[src/rtl/dla_filter_bias_scale_scratchpad_pkg.sv]
// Shared types for the filter/bias/scale scratchpad writer.
// Holds the FSM state enum, the latched command bundle and a last-word helper.
package dla_filter_bias_scale_scratchpad_pkg;

    // Command counts are carried at this width internally; the
    // configurable CNT_WIDTH ports are zero-extended into it.
    localparam int CNT_MAX_W = 32;

    typedef enum logic [1:0] {
        ST_IDLE   = 2'd0,
        ST_FILTER = 2'd1,
        ST_BIAS   = 2'd2,
        ST_DONE   = 2'd3
    } state_e;

    typedef struct packed {
        logic [CNT_MAX_W-1:0] num_filter;
        logic [CNT_MAX_W-1:0] num_bias;
    } cmd_t;

    function automatic logic is_last(
        input logic [CNT_MAX_W-1:0] cnt,
        input logic [CNT_MAX_W-1:0] num
    );
        return cnt == (num - CNT_MAX_W'(1));
    endfunction

endpackage

[src/rtl/dla_filter_bias_scale_scratchpad_writer_out_reg.sv]
// Single-entry valid/ready pipeline register (full throughput, no bubble).
// Ports: clk, aresetn, in_valid/in_ready/in_data, out_valid/out_ready/out_data.
module dla_fbs_writer_out_reg #(
    parameter int W = 8
) (
    input  logic         clk,
    input  logic         aresetn,
    input  logic         in_valid,
    output logic         in_ready,
    input  logic [W-1:0] in_data,
    output logic         out_valid,
    input  logic         out_ready,
    output logic [W-1:0] out_data
);

    // Accept whenever the slot is empty or is being drained this cycle.
    assign in_ready = !out_valid || out_ready;

    always_ff @(posedge clk or negedge aresetn) begin
        if (!aresetn) begin
            out_valid <= 1'b0;
            out_data  <= '0;
        end else begin
            if (in_ready) begin
                out_valid <= in_valid;
            end
            if (in_valid && in_ready) begin
                out_data <= in_data;
            end
        end
    end

endmodule

[src/rtl/dla_filter_bias_scale_scratchpad_writer.sv]
// Streams filter words then bias words from the DDR reader into the scratchpad.
// Ports: clk, i_aresetn, cmd (valid/ready/num_filter/num_bias), source stream
// (i_data_valid/o_data_ready/i_data), write sender (o_wr_valid/i_wr_ready/
// o_wr_is_filter/o_wr_addr/o_wr_data), o_done pulse.
// Optional macro DLA_FBS_WRITER_STALL_CNT_EN adds o_stall_cycles (32 bits).
module dla_filter_bias_scale_scratchpad_writer
    import dla_filter_bias_scale_scratchpad_pkg::*;
#(
    parameter int MAX_DATA_WIDTH = 512,
    parameter int ADDR_WIDTH     = 10,
    parameter int CNT_WIDTH      = 16
) (
    input  logic                      clk,
    input  logic                      i_aresetn,
    input  logic                      i_cmd_valid,
    output logic                      o_cmd_ready,
    input  logic [CNT_WIDTH-1:0]      i_cmd_num_filter,
    input  logic [CNT_WIDTH-1:0]      i_cmd_num_bias,
    input  logic                      i_data_valid,
    output logic                      o_data_ready,
    input  logic [MAX_DATA_WIDTH-1:0] i_data,
    output logic                      o_wr_valid,
    input  logic                      i_wr_ready,
    output logic                      o_wr_is_filter,
    output logic [ADDR_WIDTH-1:0]     o_wr_addr,
    output logic [MAX_DATA_WIDTH-1:0] o_wr_data,
    output logic                      o_done
`ifdef DLA_FBS_WRITER_STALL_CNT_EN
    ,
    output logic [31:0]               o_stall_cycles
`endif
);

    localparam int PW = 1 + ADDR_WIDTH + MAX_DATA_WIDTH;

    state_e               state;
    state_e               state_nxt;
    cmd_t                 cmd_in;
    cmd_t                 cmd_q;
    logic [CNT_MAX_W-1:0] word_cnt;
    logic [CNT_MAX_W-1:0] cur_num;
    logic [ADDR_WIDTH-1:0] filt_addr;
    logic [ADDR_WIDTH-1:0] bias_addr;
    logic [ADDR_WIDTH-1:0] cur_addr;

    logic          cmd_fire;
    logic          xfer;
    logic          in_phase;
    logic          is_filter;
    logic          last_word;
    logic          drained;
    logic          reg_in_valid;
    logic          reg_in_ready;
    logic [PW-1:0] reg_in_data;
    logic [PW-1:0] reg_out_data;

    always_comb begin
        cmd_in            = '0;
        cmd_in.num_filter = CNT_MAX_W'(i_cmd_num_filter);
        cmd_in.num_bias   = CNT_MAX_W'(i_cmd_num_bias);
    end

    assign is_filter = (state == ST_FILTER);
    assign in_phase  = (state == ST_FILTER) || (state == ST_BIAS);
    assign cur_num   = is_filter ? cmd_q.num_filter : cmd_q.num_bias;
    assign cur_addr  = is_filter ? filt_addr : bias_addr;
    assign last_word = is_last(word_cnt, cur_num);
    assign cmd_fire  = i_cmd_valid && o_cmd_ready;
    assign xfer      = i_data_valid && o_data_ready;
    assign drained   = !o_wr_valid || i_wr_ready;

    // State register
    always_ff @(posedge clk or negedge i_aresetn) begin
        if (!i_aresetn) begin
            state <= ST_IDLE;
        end else begin
            state <= state_nxt;
        end
    end

    // Next-state logic
    always_comb begin
        state_nxt = state;
        unique case (state)
            ST_IDLE: begin
                if (cmd_fire) begin
                    if (cmd_in.num_filter != '0) begin
                        state_nxt = ST_FILTER;
                    end else if (cmd_in.num_bias != '0) begin
                        state_nxt = ST_BIAS;
                    end else begin
                        state_nxt = ST_DONE;
                    end
                end
            end
            ST_FILTER: begin
                if (xfer && last_word) begin
                    state_nxt = (cmd_q.num_bias != '0) ? ST_BIAS : ST_DONE;
                end
            end
            ST_BIAS: begin
                if (xfer && last_word) begin
                    state_nxt = ST_DONE;
                end
            end
            ST_DONE: begin
                if (drained) begin
                    state_nxt = ST_IDLE;
                end
            end
            default: state_nxt = ST_IDLE;
        endcase
    end

    // Outputs. Command ready is gated by reset so it reads 0 while held.
    always_comb begin
        o_cmd_ready  = i_aresetn && (state == ST_IDLE);
        o_data_ready = in_phase && reg_in_ready;
        o_done       = (state == ST_DONE) && drained;
    end

    // Counts, per-phase word counter and per-phase addresses
    always_ff @(posedge clk or negedge i_aresetn) begin
        if (!i_aresetn) begin
            cmd_q     <= '0;
            word_cnt  <= '0;
            filt_addr <= '0;
            bias_addr <= '0;
        end else if (cmd_fire) begin
            cmd_q     <= cmd_in;
            word_cnt  <= '0;
            filt_addr <= '0;
            bias_addr <= '0;
        end else if (xfer) begin
            word_cnt <= last_word ? '0 : word_cnt + CNT_MAX_W'(1);
            if (is_filter) begin
                filt_addr <= filt_addr + ADDR_WIDTH'(1);
            end else begin
                bias_addr <= bias_addr + ADDR_WIDTH'(1);
            end
        end
    end

    assign reg_in_valid = i_data_valid && in_phase;
    assign reg_in_data  = {is_filter, cur_addr, i_data};

    dla_fbs_writer_out_reg #(
        .W (PW)
    ) u_out_reg (
        .clk       (clk),
        .aresetn   (i_aresetn),
        .in_valid  (reg_in_valid),
        .in_ready  (reg_in_ready),
        .in_data   (reg_in_data),
        .out_valid (o_wr_valid),
        .out_ready (i_wr_ready),
        .out_data  (reg_out_data)
    );

    assign {o_wr_is_filter, o_wr_addr, o_wr_data} = reg_out_data;

`ifdef DLA_FBS_WRITER_STALL_CNT_EN
    // Backpressure cycles seen by the write sender, saturating.
    always_ff @(posedge clk or negedge i_aresetn) begin
        if (!i_aresetn) begin
            o_stall_cycles <= '0;
        end else if (cmd_fire) begin
            o_stall_cycles <= '0;
        end else if (o_wr_valid && !i_wr_ready && (o_stall_cycles != '1)) begin
            o_stall_cycles <= o_stall_cycles + 32'd1;
        end
    end
`endif

endmodule

[config.mk]
export PLATFORM = sky130hd
export DESIGN_NAME = dla_filter_bias_scale_scratchpad_writer
export DESIGN_NICKNAME = d
export VERILOG_FILES = /design/src/rtl/dla_filter_bias_scale_scratchpad_pkg.sv /design/src/rtl/dla_filter_bias_scale_scratchpad_writer_out_reg.sv /design/src/rtl/dla_filter_bias_scale_scratchpad_writer.sv
export SDC_FILE = /design/constraint.sdc
export NUM_CORES = 1
export LEC_CHECK = 0
export ABC_AREA = 1
export CORE_AREA = 10 10 405 407
export DETAILED_ROUTE_END_ITERATION = 8
export DIE_AREA = 0 0 415 417
export GPL_ROUTABILITY_DRIVEN = 0
export PLACE_DENSITY = 0.48
export REMOVE_ABC_BUFFERS = 1
export SETUP_SLACK_MARGIN = 0.2
export SLEW_MARGIN = 20
export SYNTH_ARGS = -nofsm -noshare
export SYNTH_HDL_FRONTEND = slang
export SYNTH_SLANG_ARGS = --single-unit
[constraint.sdc]
create_clock -name clk -period 2.5 [get_ports clk]
set_clock_uncertainty 0.2 [all_clocks]
set_input_delay 0.625 -clock clk [delete_from_list [all_inputs] [get_ports clk]]
set_output_delay 0.625 -clock clk [all_outputs]
set_load 0.05 [all_outputs]
==> flow_summary.ini <==
[status]
status = finished with violations
violations = negative setup slack

[clock_network]
cts-root-buf = clkbuf_16
clock-sinks = 610
htree_levels = 3
clkSlewWorstSetupHoldPaths_ns = 0.06
cts_buffer_depth = 3
cts_tree = yes
numCtsBuffers = 80
clkLatencyLatePin_ns = 0.67

[sta]
worst_slack_ns = -0.3386
slew_violations = 0
fmax_ghz = 0.3523
layout_min_cycle_time_ns = 2.839
finalCritPeriodShare_pct = 113.5
fin_tns_setup_ns = -89.20
relSlewSlack_pct = 35.93
tightest_slew_ns = 0.9610
setup_viol = 575
hold_ws_ns = 0.2707
hold_viol = 0
rsz0062_at_grt = yes

[logic_synthesis]
synth_cells = 2986
ys_ff_latch = 610
synth.top_cell.area_share_pct = 61.23
ys_seq_area_share_pct = 61.23
synth_area_um2 = 24930
yosysWarningCount = 0
ys_types = 35
yosysTopAreaCell = dfrtp_1
synth_area_leaders = dfrtp_1, nand2_1, clkbuf_1, inv_1, xor2_1
post_synth.cell_area_avg_um2 = 8.349

[power]
power.density_nw_per_um2 = 804.7
power_mw = 36.59
leakagePower_nw = 22.79
irDropWorstVdd_mv = 0.5596

[floorplanning]
rows = 145
initial_core_util_pct = 16.02
ioPinCount = 1076
die_area_um2 = 173100
core-area_um2 = 155700
die_h_um = 417
die_x_um = 415

[setup_path]
critical_path_arrival_ns = 2.01
cp.required_ns = 1.67
crit_path_end_kind = output pin
path_max_fanout = 3
crit_type = reg2out
startpoint_type = register

[route]
drc = 0
first_pass_iters = 5
post_drt_wl_per_cell_um = 23.08
drtAntennaViolNets = 0
drt-initial-drc-count = 2077
routed_via_density = 3.908
wl_um = 149700
vias = 25340

[global_route]
grt_pass1_vias = 25290
antenna_found_initial = 45
grtUsageTotal_pct = 15.87
grt_start_max_net_pins = 144
grt_first_pass_wirelength_um = 198400
grt_overflow_total = 0

[place]
placed_cell_area_um2 = 39080
place_hpwl_um = 111500
numPortBuffers = 1075

[final_layout]
fin_area_um2 = 45470
multiInputGateArea_um2 = 9980
register_area_um2 = 15260
nFillCells = 16540
nets = 4909
syn2layout_area_growth_pct = 82.37
drive_gt1_share_pct = 30.24

[worst_hold_path]
hold_path_class = reg2reg

[job]
drv_cap = 0
-- stage by stage --
stage,setup slack [ns],util [%],std cells
after global placement,-0.4742,25.11,6186
after global routing,-0.4701,29.21,6485
after detailed placement,-0.5653,25.11,6186
final,-0.3386,29.21,6485
after floorplan,-19.82,-,2852
after CTS,-0.2988,27.57,6409
-- metal layers --
metal / up-vias / track usage [%] / wire [µm]
met4: 12 / 6.232 / 5585
met5: - / 0 / 49
met3: 227 / 4.620 / 9521
li1: 11950 / - / -
met2: 843 / 27.54 / 75810
met1: 12320 / 18.31 / 58740
-- where the power goes --
group | switching, mW | total, mW | internal [mW]
logic | 8.05 | 12.1 | 4.01
registers | 1.18 | 12.5 | 11.3
clock network | 4.99 | 12.1 | 7.06
-- flip-flops by register name, summed over array words and instances, names as in the netlist --
| register | cells |
|---|---|
| bias_addr | 10 |
| cmd_q | 32 |
| filt_addr | 10 |
| state | 2 |
| u_out_reg.out_data | 523 |
| u_out_reg.out_valid | 1 |
| word_cnt | 32 |
-- kinds of logic after synthesis --
group	Yosys count	synth area share (%)
simple gates	1947	30.26
fa+ha+maj	10	0.5019
flops	610	61.23
xor+xnor	33	1.159
compound gates	125	2.730
buf+inv	261	4.115
-- cells in the final DEF, fill, tap and decap left out, types with 18 or more instances in the layout --
master / netlist / layout
clkdlybuf4s15_2: 0 / 92
nand2_2: 8 / 185
buf_16: 0 / 45
buf_2: 2 / 186
buf_4: 1 / 376
nand2_1: 1762 / 1512
nor2_1: 66 / 45
nor3_1: 18 / 18
clkdlybuf4s50_1: 0 / 547
nand2_4: 0 / 72
nand4_1: 19 / 19
inv_1: 118 / 109
buf_12: 0 / 46
clkbuf_8: 0 / 19
a21oi_1: 29 / 25
buf_8: 0 / 23
o21ai_0: 51 / 45
buf_6: 5 / 61
nand3_1: 45 / 30
o22ai_1: 36 / 32
clkbuf_16: 0 / 111
dfrtp_1: 610 / 610
xor2_1: 31 / 31
-- critical path: stages (launching register included) --
cell and delay, ns:
dfrtp_1 0.36, inv_2 0.06, buf_4 0.13, buf_6 0.12
ha_4 0.26, inv_4 0.04, nor2_4 0.13, buf_6 0.11
buf_12 0.12
-- synthesized netlist by cell type --
cell type	instances
nor2_1	66
inv_4	1
nand3_1	45
nor3_1	18
nor2_4	1
and3_1	1
o22ai_1	36
nor2_2	7
a21oi_1	29
nand2_1	1762
or2_1	1
nand4_1	19
nand2_2	8
a31oi_1	1
clkbuf_1	123
inv_2	4
nand3b_1	3
nor2b_1	1
nor3_2	2
ha_1	10
xor2_1	31
xnor2_1	2
nor3b_1	1
o21ai_0	51
nor4_1	12
inv_1	118
buf_4	1
buf_2	2
o21ai_1	5
buf_1	3
buf_6	5
a22oi_1	2
clkinv_1	4
o21ai_2	1
dfrtp_1	610
-- area by class of cell --
cell class | count | share of cell area, %
Clock buffer | 114 | 5.102
Timing Repair Buffer | 1416 | 31.55
Sequential cell | 610 | 33.57
Clock inverter | 33 | 0.9522
Inverter | 127 | 1.142
Multi-Input combinational cell | 2115 | 21.95
Tap cell | 2058 | 5.663
Antenna cell | 12 | 0.06605
-- path summary, 6_finish.rpt --
check | from | slack, ns | cells after the start | end
max | state[1]$_DFFE_PN0P_ | -0.34 | 8 | o_data_ready
min | u_out_reg.out_data[74]$_DFFE_PN0P_ | 0.27 | 2 | u_out_reg.out_data[74]$_DFFE_PN0P_
max reg2reg | state[1]$_DFFE_PN0P_ | -0.29 | 19 | word_cnt[2]$_DFFE_PN0P_
min reg2reg | u_out_reg.out_data[74]$_DFFE_PN0P_ | 0.27 | 2 | u_out_reg.out_data[74]$_DFFE_PN0P_
max in group asynchronous | i_aresetn | 0.38 | 4 | u_out_reg.out_data[430]$_DFFE_PN0P_
min in group asynchronous | i_aresetn | 0.48 | 3 | cmd_q[0]$_DFFE_PN0P_
-- repair_timing --
action / CTS / global route
endpoints found under the setup margin: 811 / 598
hold endpoints to repair: 113 / 0
hold buffers: 1 / 0
buffers inserted: 42 / 32
pin swaps: 24 / 64
cloned: 33 / 32
resized for setup: 1400 / 437
Power figures use the tool's default switching activity.
==> RTL edit, RTL diff (config.mk and constraints unchanged) <==
The parameter `CNT_WIDTH` goes from 16 to 32.
--- a/src/rtl/dla_filter_bias_scale_scratchpad_writer.sv
+++ b/src/rtl/dla_filter_bias_scale_scratchpad_writer.sv
@@ -9,5 +9,5 @@
     parameter int MAX_DATA_WIDTH = 512,
     parameter int ADDR_WIDTH     = 10,
-    parameter int CNT_WIDTH      = 16
+    parameter int CNT_WIDTH      = 32
 ) (
     input  logic                      clk,
Interface: changed (resized i_cmd_num_bias and i_cmd_num_filter); port bits go from 1076 to 1108. No check against the original RTL was run, so the function may have changed too.
==> RTL edit against the unedited design <==
Sequential cell count rose by 32; the flow still finishes with violations (setup timing); design area rose by 3.4%; final cell count up 6.1%; synthesized area increased by 9.2%; fmax fell by 9.3%; largest cell class unchanged; worst setup slack got worse by 0.29 ns; worst hold slack got worse by 0.019 ns; critical endpoint is now word_cnt[27]$_DFFE_PN0P_; routed wire length grew 5.1%.
Power is not compared: it rests on default switching activity, and its combinational part moved more than twofold at a synthesized area within 25%.
==> RTL edit: results (changes against the unedited design) <==
Cells and area
  • Post-route design area: 47030 µm² (+3.4%)
  • Clk tree area frac: 5.922% (-0.13 points)
  • CLK BUF: 115 (+0.88%)
  • FF/Latch Area: 16070 µm² (+5.2%)
  • FILL cells: 16574 (+0.21%)
  • Largest registers: u_out_reg.out_data (523), cmd_q (64), word_cnt (32)
  • Antenna Cells: 9 (-3)

Global routing
  • Total Routing Usage GR: 16.92% (+1.1 points)
  • GR Util met3: 4.838% (+0.22 points)
  • First-pass GRT wire length: 213700 µm (+7.7%)

Yosys
  • Area share of the largest cell type after synthesis: 58.99% (-2.2 points)
  • Area contributors post-synth: dfrtp_1, nand2_1, inv_1

Status
  • Status: complete, but fails checks
  • Failing checks: setup timing

Clock network
  • Clock latency on the worst-skew pair: 0.69 ns (+0.02 ns)

Hold path
  • Worst Hold Class: input pin to flip-flop
  • Hold Path Cell Cnt: 3 (+1)

Route
  • DR iter-0 viols: 1742 (-16%)

Critical path
  • Worst r2r dst: word_cnt[27]$_DFFE_PN0P_
  • CP max stage delay: 0.38 ns (+0.02 ns)

Timing
  • Final WS setup: -0.6310 ns (-0.2925 ns)
  • Setup TNS: -77.08 ns (+12.12 ns)
  • Setup-failing EPs final: 549 (-4.5%)

Place
  • Detailed placement HPWL: 116800 µm (+4.7%)
  • I/O Buffers: 1107 (+3.0%)
## RTL edit: worst max-delay path by stage
stage	startpoint	endpoint	cells after the start
floorplan	u_out_reg.out_valid$_DFFE_PN0N_	u_out_reg.out_data[513]$_DFFE_PN0P_	7
global placement	state[1]$_DFFE_PN0P_	state[1]$_DFFE_PN0P_	20
detailed placement	state[1]$_DFFE_PN0P_	word_cnt[2]$_DFFE_PN0P_	19
CTS	state[1]$_DFFE_PN0P_	word_cnt[27]$_DFFE_PN0P_	22
global route	state[1]$_DFFE_PN0P_	word_cnt[23]$_DFFE_PN0P_	23
finish	state[1]$_DFFE_PN0P_	word_cnt[27]$_DFFE_PN0P_	22
## RTL edit: cell families (layout without fill, tap and decap cells)
kind of cell | after synthesis | in the layout | share of synthesized area [%]
simple gates | 2144 | 2144 | 30.77
flops | 642 | 642 | 58.99
buf+inv | 320 | 1807 | 4.663
compound gates | 156 | 156 | 3.372
xor+xnor | 54 | 54 | 1.737
fa+ha+maj | 10 | 10 | 0.4595
other cells | 0 | 9 | 0
## RTL edit: power by group
part | internal [mW] | switching [mW] | total [mW]
Clock | 7.22 | 5.17 | 12.4
Combinational | 14.8 | 30.7 | 45.6
Sequential | 15.2 | 2.90 | 18.1
## RTL edit: worst min-delay path, stage by stage
cell             delay [ns]
clkdlybuf4s50_1        0.39
nand2_1                0.06
nand2_1                0.04
## RTL edit: timing repair
action,CTS,global route
hold buffers,1,0
pin swaps,22,46
cloned,27,32
setup buffers,29,32
hold endpoints to repair,33,0
setup endpoints to repair,863,599
resized for setup,1577,224
## RTL edit: through the flow
step	std cells	setup slack [ns]
after detailed placement	6610	-0.6846
after floorplan	3182	-19.85
after global routing	6877	-0.7931
after CTS	6807	-0.5612
final	6880	-0.6310
after global placement	6610	-0.6551
